File: config.mk
export PLATFORM = sky130hd
export DESIGN_NAME = vrf_masked_sb
export DESIGN_NICKNAME = d
export VERILOG_FILES = /design/src/rtl/vrf_masked_sb.sv
export SDC_FILE = /design/constraint.sdc
export NUM_CORES = 1
export LEC_CHECK = 0
export BUFFER_PORTS_ARGS = -buffer_cell sky130_fd_sc_hd__buf_2
export CORE_ASPECT_RATIO = 1.75
export CORE_MARGIN = 2
export CORE_UTILIZATION = 47
export DETAILED_ROUTE_END_ITERATION = 12
export GPL_TIMING_DRIVEN = 0
export PLACE_DENSITY = 0.7
export SYNTH_ARGS = -nofsm -noshare
export SYNTH_HDL_FRONTEND = slang
export SYNTH_SLANG_ARGS = --single-unit
export TNS_END_PERCENT = 10
File: constraint.sdc
create_clock -name clock -period 3 [get_ports clock]
set_input_delay 0.9 -clock clock [delete_from_list [all_inputs] [get_ports clock]]
set_output_delay 0.9 -clock clock [all_outputs]
set_load 0.02 [all_outputs]
File: src/rtl/vrf_masked_sb.sv
// Vector register file with per-lane write mask, pending scoreboard and a
// one-register-per-cycle clear sweep.
module vrf_masked_sb #(
    parameter int NUM_VREGS = 4,
    parameter int LANES     = 4,
    parameter int LANE_W    = 8,
    parameter int BYPASS    = 1,
    localparam int AW       = $clog2(NUM_VREGS),
    localparam int DW       = LANES * LANE_W
) (
    input  logic                 clock,
    input  logic                 reset,
    input  logic [AW-1:0]        vreg1,
    input  logic [AW-1:0]        vreg2,
    output logic [DW-1:0]        vdata1,
    output logic [DW-1:0]        vdata2,
    output logic                 vpend1,
    output logic                 vpend2,
    input  logic [AW-1:0]        vregw,
    input  logic [DW-1:0]        vdataw,
    input  logic [LANES-1:0]     vmaskw,
    input  logic                 VRFWrite,
    input  logic [AW-1:0]        vregp,
    input  logic                 set_pend,
    input  logic                 clear_req,
    output logic                 busy,
    output logic [NUM_VREGS-1:0] pend_vec
);

    typedef enum logic {
        ST_IDLE  = 1'b0,
        ST_CLEAR = 1'b1
    } state_t;

    state_t               state_reg, state_next;
    logic [AW-1:0]        cnt_reg, cnt_next;
    logic [DW-1:0]        mem_reg  [NUM_VREGS];
    logic [DW-1:0]        mem_next [NUM_VREGS];
    logic [NUM_VREGS-1:0] pend_reg, pend_next;
    logic [DW-1:0]        wmask_bits;
    logic [DW-1:0]        merged_w1, merged_w2;
    logic                 wr_act, set_act;

    assign busy    = (state_reg == ST_CLEAR);
    assign wr_act  = VRFWrite && !busy;
    assign set_act = set_pend && !busy;

    // Expand the lane mask to a bit mask once; shared by write and bypass paths.
    genvar gi;
    generate
        for (gi = 0; gi < LANES; gi++) begin : g_lane_mask
            assign wmask_bits[gi*LANE_W +: LANE_W] = {LANE_W{vmaskw[gi]}};
        end
    endgenerate

    generate
        for (gi = 0; gi < NUM_VREGS; gi++) begin : g_reg
            logic wr_hit, clr_hit, set_hit;
            assign wr_hit  = wr_act && (vregw == AW'(gi));
            assign set_hit = set_act && (vregp == AW'(gi));
            assign clr_hit = busy && (cnt_reg == AW'(gi));

            assign mem_next[gi] = clr_hit ? '0 :
                                  wr_hit  ? ((mem_reg[gi] & ~wmask_bits) | (vdataw & wmask_bits)) :
                                            mem_reg[gi];
            // A new producer issued on the same edge as the old one's write keeps the bit set.
            assign pend_next[gi] = clr_hit ? 1'b0 :
                                   set_hit ? 1'b1 :
                                   wr_hit  ? 1'b0 :
                                             pend_reg[gi];
        end
    endgenerate

    always_ff @(posedge clock or negedge reset) begin
        if (!reset) begin
            state_reg <= ST_IDLE;
            cnt_reg   <= '0;
            pend_reg  <= '0;
            for (int i = 0; i < NUM_VREGS; i++) begin
                mem_reg[i] <= '0;
            end
        end else begin
            state_reg <= state_next;
            cnt_reg   <= cnt_next;
            pend_reg  <= pend_next;
            for (int i = 0; i < NUM_VREGS; i++) begin
                mem_reg[i] <= mem_next[i];
            end
        end
    end

    always_comb begin
        state_next = state_reg;
        cnt_next   = cnt_reg;
        case (state_reg)
            ST_IDLE: begin
                if (clear_req) begin
                    state_next = ST_CLEAR;
                end
            end
            ST_CLEAR: begin
                cnt_next = cnt_reg + 1'b1;
                if (cnt_reg == AW'(NUM_VREGS - 1)) begin
                    state_next = ST_IDLE;
                end
            end
            default: state_next = ST_IDLE;
        endcase
    end

    assign merged_w1 = (mem_reg[vreg1] & ~wmask_bits) | (vdataw & wmask_bits);
    assign merged_w2 = (mem_reg[vreg2] & ~wmask_bits) | (vdataw & wmask_bits);

    assign vdata1   = ((BYPASS != 0) && wr_act && (vregw == vreg1)) ? merged_w1 : mem_reg[vreg1];
    assign vdata2   = ((BYPASS != 0) && wr_act && (vregw == vreg2)) ? merged_w2 : mem_reg[vreg2];
    assign vpend1   = pend_reg[vreg1];
    assign vpend2   = pend_reg[vreg2];
    assign pend_vec = pend_reg;

endmodule

; Word level (Yosys, flattened, before mapping)
; Cells that the tools add are included.
[totals]
output_inout_bits = 71
inputBits = 49
ff_bits = 135
[op_classes]
addsub = 1
magnitude_cmp = 4
mux = 35
n_bitwise = 17
reduce_logical = 28
eq_ne = 11
[op_table]
columns = cell, count
row1 = $mux W32, 14
row2 = $and A32 B32 Y32, 7
row3 = $or A32 B32 Y32, 6
row4 = $bmux W32 S2, 2
row5 = $not A32 Y32, 1
row6 = $logic_and A1 B1 Y1, 16
row7 = $mux W1, 16
row8 = $eq A2 B2 Y1 const B, 6
row9 = $reduce_bool A3 Y1, 4
row10 = $reduce_bool A2 Y1, 4
row11 = $eq A2 B1 Y1 const B, 3
row12 = $ge A3 B3 Y1 const B, 2
row13 = $logic_not A2 Y1, 3
row14 = $lt A2 B3 Y1 const B, 2
row15 = $not A2 Y3, 2
row16 = $bmux W1 S2, 2
row17 = $eq A2 B2 Y1, 2
row18 = $add A2 B1 Y2 const B, 1
row19 = $pmux W1 S2, 1
row20 = $logic_not A1 Y1, 1
row21 = $not A1 Y1, 1

; Logic depth before layout (Yosys ltp)
; Gate-level depths: netlist (run 1).
[depth]
ltp_word = 7
ltp_mapped = 6

; Least setup slack after synthesis (run 1)
; No wires, ideal clock.
[synth_path]
path_kind = input -> output
startpoint = input port vreg2[0]
endpoint = output port vdata2[0]
path_stages = 4
arrival_ns = 2.185
setup_slack_ns = -0.085
path_cell_list = buf_4 > buf_2 > mux4_2 > mux2_2
[synth_between]
elab_chain_cells = 7
[synth_lines]
columns = item, line_no
row1 = start: declaration, 14  ; input logic [AW-1:0] vreg2,
row2 = $not A2 Y3 (implied by the code), "112, 115"
row3 = $bmux W32 S2, "112, 115"
row4 = $mux W32 (implied by the code) (2 in series), "112, 115"
row5 = $and A32 B32 Y32, 112  ; assign merged_w2 = (mem_reg[vreg2] & ~wmask_bits) | (vdataw & wmask_bits);
row6 = $or A32 B32 Y32, 112
row7 = $mux W32 (*), 115  ; assign vdata2 = ((BYPASS != 0) && wr_act && (vregw == vreg2)) ? merged_w2 : mem_reg[vreg2];
row8 = end: declaration, 16  ; output logic [DW-1:0] vdata2,
; Mark *: on every way between the ends. The rest lies on a longest branch, timed or not. The select of a mux whose other input is x is not followed.

; Worst setup path after layout (run 1)
[layout_path]
startpoint = input port vreg1[1]
endpoint = output port vdata1[12]
[layout_between]
elab_chain_cells = 7
[layout_lines]
columns = item, line_no
row1 = start: declaration, 13  ; input logic [AW-1:0] vreg1,
row2 = $not A2 Y3 (implied by the code), "111, 114"
row3 = $bmux W32 S2, "111, 114"
row4 = $mux W32 (implied by the code) (2 in series), "111, 114"
row5 = $and A32 B32 Y32, 111  ; assign merged_w1 = (mem_reg[vreg1] & ~wmask_bits) | (vdataw & wmask_bits);
row6 = $or A32 B32 Y32, 111
row7 = $mux W32 (*), 114  ; assign vdata1 = ((BYPASS != 0) && wr_act && (vregw == vreg1)) ? merged_w1 : mem_reg[vreg1];
row8 = end: declaration, 15  ; output logic [DW-1:0] vdata1,
; Marked as above.

==> impl_metrics.toml, run 1 <==
[outcome]
status = "finished with violations"
violations = "negative setup slack"

[power_and_ir_drop]
finalPower_mw = 7.71
p_leak_nw = 4.74
p_per_area_nw_per_um2 = 704
ir_drop_mv = 0.374

[final_layout]
largest_register_ffs = 128
nets = 1000
fin_area_um2 = 10900
fillers = 1358
drive_gt1_frac = 0.374
final_cells = 1191
area_delta_synth_final_pct = 29.5
diodes = 0

[route]
wl_per_cell_um = 24.4
totalWireLength_um = 29100
drt_iter0_drc = 700
post-route-drc-count = 0
via_count = 7743
first_pass_iters = 8
vias_per_cell = 6.50
drtAntennaViolNets = 0

[timing]
whs_ps = 443
rsz0062_at_grt = "true"
max_freq_mhz = 329
setup_violations = 57
worst_slew_pin_slew_ps = 720
finalCritPeriodShare = 1.01
finalCriticalPeriod_ps = 3040
slew_headroom = 0.518
hold_viol = 0
finalMaxSlewViolations = 0
fin_skew_ps = 7.65
setup_ws_ps = -41.7

[setup_path]
rr_worst_depth = 5
r2r_setup_slack_ps = 960
required_ps = 2100
r2r-end = "mem_reg[13]"
worst_setup_path_end_kind = "primary output"
crit_path_cell_trace = "buf_12 -> xor2_4 -> nor3_4 -> buf_12 -> mux2_2 -> buf_6"
critical_path_class = "in -> out"
crit_top_cell = "buf_12"
reg2reg_from = "busy"
crit_fanout = 8
cp_slowest_stage_delay_ps = 350
crit_slowest_cell = "mux2_2"
startpoint_type = "primary input"
cp_data_arrival_time_ps = 2140

[place]
numPortBuffers = 109
placed_cells = 1136
hpwl_um = 18900
place_area_um2 = 9320
place_congestion = 0.848
pre_cts_slack_ps = -568

[logic_synthesis]
yosysTopAreaCell = "dfrtp_1"
synth_most_common_cell = "dfrtp_1"
ys_warn_count = 0
synthFlopType = "dfrtp_1"
synth_cell_type_count = 35
synth_xor_xnor_area_share = 0.0114
syn_area_um2 = 8450
synth_top_area_share = 0.400
syn_nets = 848
synth-compound-area-share = 0.123
synth.ff_latch_count = 135
avgSynthCellArea_um2 = 10.6
ys_seq_area_frac = 0.400
synth.area.mux_share = 0.262
synthCells = 795
synth_simple_gate_area_frac = 0.150
synth_adder_area_share = 0.00592
yosys-top-cells-area = "dfrtp_1 (40%), mux4_2 (18%), nand3_1 (7.8%)"
synth-edff-count = 0
synth_top_family_by_area = "multiplexers"
synth.top_cells.by_count = "dfrtp_1 (135), nand3_1 (132), o21ai_0 (107)"
async_reset_ff_frac = 1.00

[cts]
cts.clk_slew.worst_paths_ps = 60
cts_htree_levels = 4
cts-buffers-inserted = 17
cts_root_buffer = "clkbuf_16"
cts_tree = "yes"
hold_buffers = 0
cts_sinks = 135
insertion_delay_ps = 430
max-clock-path-buffers = 2

[global_routing]
grt_pass1_vias = 8068
grt_util_all_layers = 0.308
grt_pass1_wl_um = 45000
antenna_found_initial = 0
overflow = 0
grt_max_degree = 78

[die]
fp.coreArea_um2 = 17500
std_cell_rows = 64
io_pins = 120
start_util = 0.482
dieHeight_um = 181
dieWidth_um = 105
die-area_um2 = 19100

[run]
maxCapViolations = 0

[worst_hold_path]
hp-class = "in -> async"
kinds of logic after synthesis:
logic type                 after synthesis
AOI/OAI and AO/OA                      204
xor gates and xnor gates                 5
adders and majority gates                4
buffers and inverters                   89
DFF                                    135
muxes                                  131
and+or+nand+nor                        227
power by group:
part           internal [mW]  switching [mW]  total [mW]  leakage, nW
clock network           1.32           0.875        2.19        0.287
registers               2.23           0.343        2.58         1.85
logic                   1.33            1.61        2.94         2.60
total                   4.88            2.83        7.71         4.74
metal layers:
layer / wire (um) / global-route usage
met5: 0 / 0
met3: 2220 / 0.0567
met2: 15500 / 0.534
met1: 9870 / 0.345
met4: 1530 / 0.190
stage by stage:
stage          utilization  setup TNS [ps]
6_report             0.624           -1340
5_1_grt              0.624           -3210
4_1_cts              0.613           -1440
3_5_place_dp         0.532          -30500
3_3_place_gp         0.530         -152550
2_1_floorplan            -           -4850
final cells by class:
type | instances | area [um^2] | area share
Multi-Input combinational cell | 571 | 4820 | 0.440
Sequential cell | 135 | 3380 | 0.309
Timing Repair Buffer | 135 | 1240 | 0.114
Buffer | 78 | 578 | 0.0528
Clock buffer | 18 | 429 | 0.0392
Tap cell | 231 | 289 | 0.0264
Clock inverter | 14 | 175 | 0.0160
Inverter | 9 | 33.8 | 0.00309
critical path, delay by kind of cell:
| kind | cells | cell delay, ps |
|---|---|---|
| xor gates and xnor gates | 1 | 220 |
| buffers and inverters | 3 | 440 |
| muxes | 1 | 350 |
| and+or+nand+nor | 1 | 230 |
repair_timing:
| item | CTS | global route |
|---|---|---|
| pin swaps | 12 | 6 |
| gates resized for setup | 128 | 58 |
| cloned | 7 | 0 |
| buffers inserted | 14 | 4 |
| endpoints found under the setup margin | 66 | 64 |
worst max-delay path by stage:
stage / slack (ps) / end / cells past startpoint / start
after floorplan: -80 / vdata2[0] / 4 / vreg2[0]
after global routing: -70 / vdata1[12] / 6 / vregw[0]
after detailed placement: -570 / vdata2[31] / 5 / vreg2[1]
final: -40 / vdata1[12] / 6 / vreg1[1]
after CTS: -60 / vdata2[31] / 6 / vreg2[1]
after global placement: -930 / mem_reg[26] / 1 / reset
layout by cell type, fill, tap and decap left out, types with 4 or more instances in the layout:
cell type    n
a21oi_1     71
and2_1       4
buf_12      17
buf_16      10
buf_2       92
buf_4       11
buf_6       39
clkbuf_1    33
clkbuf_16   17
clkbuf_4     4
dfrtp_1    134
ha_1         4
inv_1        9
mux2_2      29
mux2_4      33
mux4_2      66
nand2_1     62
nand3_1    132
nand3b_4     4
nor2_1       7
nor3_4       8
o211ai_1     5
o21ai_0    107
o21ai_1     19
xor2_4       4
No activity file was read; power rests on OpenSTA's default activity.
==> inputs of run 2 (changes only) <==
--- a/config.mk
+++ b/config.mk
@@ -5,13 +5,12 @@
 export SDC_FILE = /design/constraint.sdc
 export NUM_CORES = 1
 export LEC_CHECK = 0
-export BUFFER_PORTS_ARGS = -buffer_cell sky130_fd_sc_hd__buf_2
 export CORE_ASPECT_RATIO = 1.75
 export CORE_MARGIN = 2
 export CORE_UTILIZATION = 47
 export DETAILED_ROUTE_END_ITERATION = 12
+export DONT_BUFFER_PORTS = 1
 export GPL_TIMING_DRIVEN = 0
-export PLACE_DENSITY = 0.7
 export SYNTH_ARGS = -nofsm -noshare
 export SYNTH_HDL_FRONTEND = slang
 export SYNTH_SLANG_ARGS = --single-unit
==> constraint.sdc (replaced) <==
create_clock -name clock -period 2.52 [get_ports clock]
set_input_delay 0.756 -clock clock [delete_from_list [all_inputs] [get_ports clock]]
set_output_delay 0.756 -clock clock [all_outputs]
set_load 0.02 [all_outputs]
==> run 2 against run 1 <==
Effect of this change:
- utilization decreased by 6.1 points
- register-to-register slack worse by 590 ps
- total power increased by 8.1%
- non-clock buffer count down 122
- combinational power is 1% lower
- via count fell by 8.4%
- global-route usage down 0.60 points
- sequential power is 21% higher
- clock power grew 6%
- the run still ends with negative setup slack left
- critical endpoint is now vdata2[0]
==> impl_metrics.toml, run 2 (synthesized netlist as in run 1, its figures left out) <==
[global_routing]
antenna_found_initial = 0
grt_util_all_layers = 0.302
overflow = 0
grt_max_degree = 136
grt_pass1_wl_um = 43700
grt_pass1_vias = 7565

[die]
die-area_um2 = 19100
dieHeight_um = 181
start_util = 0.482
fp.coreArea_um2 = 17500
io_pins = 120
dieWidth_um = 105
std_cell_rows = 64

[timing]
slew_headroom = 0.477
worst_slew_pin_slew_ps = 785
finalCriticalPeriod_ps = 2750
fin_skew_ps = 9.16
hold_viol = 0
setup_violations = 64
rsz0062_at_grt = "true"
max_freq_mhz = 364
finalMaxSlewViolations = 0
setup_ws_ps = -229
whs_ps = 24.0
finalCritPeriodShare = 1.09

[setup_path]
r2r-end = "mem_reg[6]"
crit_fanout = 8
rr_worst_depth = 6
startpoint_type = "flip-flop"
worst_setup_path_end_kind = "primary output"
critical_path_buf_inv_count = 2
required_ps = 1760
cp_data_arrival_time_ps = 1990
crit_slowest_cell = "dfrtp_2"
critical_path_class = "reg -> out"
cp_top_family = "flip-flops"
crit_path_cell_trace = "buf_6 -> nand3b_4 -> nor3_4 -> buf_12 -> mux2_4"
cp_slowest_stage_delay_ps = 510
reg2reg_from = "busy"
r2r_setup_slack_ps = 370

[final_layout]
nets = 878
largest_register_ffs = 128
layout_common_cells = "dfrtp_1 (134), nand3_1 (132), o21ai_0 (107)"
diodes = 0
final_cells = 1068
final_core_util = 0.564
area_delta_synth_final_pct = 16.9
drive_gt1_frac = 0.282
final_common_cell = "dfrtp_1"

[route]
first_pass_iters = 5
post-route-drc-count = 0
drt_iter0_drc = 529
totalWireLength_um = 28000
drtAntennaViolNets = 0
via_count = 7090
wl_per_cell_um = 26.2
vias_per_cell = 6.64

[cts]
cts_tree = "yes"
cts_root_buffer = "clkbuf_16"
cts-buffers-inserted = 17
max-clock-path-buffers = 2
insertion_delay_ps = 420
cts_htree_levels = 4
cts_sinks = 135
hold_buffers = 0
cts.clk_slew.worst_paths_ps = 60

[power_and_ir_drop]
finalPower_mw = 8.33
ir_drop_mv = 0.361
p_per_area_nw_per_um2 = 843
p_leak_nw = 4.02

[place]
place_congestion = 0.916
hpwl_um = 19100
pre_cts_slack_ps = -478
placed_cells = 1026
numPortBuffers = 0

[outcome]
violations = "negative setup slack"
status = "finished with violations"

[worst_hold_path]
hp-class = "in -> async"

[run]
maxCapViolations = 0
run 2: worst max-delay path by stage:
stage,start,end,slack (ps),cells past startpoint
6_report,busy,vdata2[0],-230,5
5_1_grt,busy,vdata2[18],-280,5
4_1_cts,busy,vdata1[31],-260,5
3_5_place_dp,vmaskw[2],vdata2[19],-480,4
3_3_place_gp,vmaskw[3],vdata2[25],-450,4
2_1_floorplan,vregw[1],vdata2[10],-150,4
run 2: area by class of cell:
class / count / area [um^2]
multi-input combinational: 571 / 4930
tap: 231 / 289
timing repair buffer: 11 / 179
buffer: 80 / 531
fill: 1515 / 7650
sequential: 135 / 3380
clock inverter: 13 / 97.6
inverter: 9 / 33.8
clock buffer: 18 / 439
run 2: power breakdown:
part           leakage, nW  total (mW)  switching [mW]  internal [mW]
registers             1.85        3.11           0.456           2.66
logic                 1.91        2.90            1.66           1.24
clock network        0.255        2.32            1.03           1.29
total                 4.02        8.33            3.15           5.18
run 2: through the flow:
| stage | instance area [um^2] | setup TNS (ps) |
|---|---|---|
| 2_1_floorplan | 8620 | -7980 |
| 3_3_place_gp | 8900 | -25790 |
| 3_5_place_dp | 8900 | -26740 |
| 4_1_cts | 9870 | -14440 |
| 5_1_grt | 9880 | -16570 |
| 6_report | 9880 | -13330 |
run 2: repair_timing:
| item | CTS | global route |
|---|---|---|
| gates cloned | 0 | 0 |
| gates resized for setup | 70 | 3 |
| endpoints found under the setup margin | 66 | 64 |
| pin swaps | 8 | 3 |
| buffers inserted | 11 | 0 |
run 2: layer usage:
| metal | GRT usage | vias up | share of wire |
|---|---|---|---|
| li1 | - | 3024 | - |
| met1 | 0.348 | 3594 | 0.34 |
| met2 | 0.530 | 379 | 0.54 |
| met3 | 0.0538 | 93 | 0.068 |
| met4 | 0.156 | 0 | 0.047 |
| met5 | 0 | - | 0 |
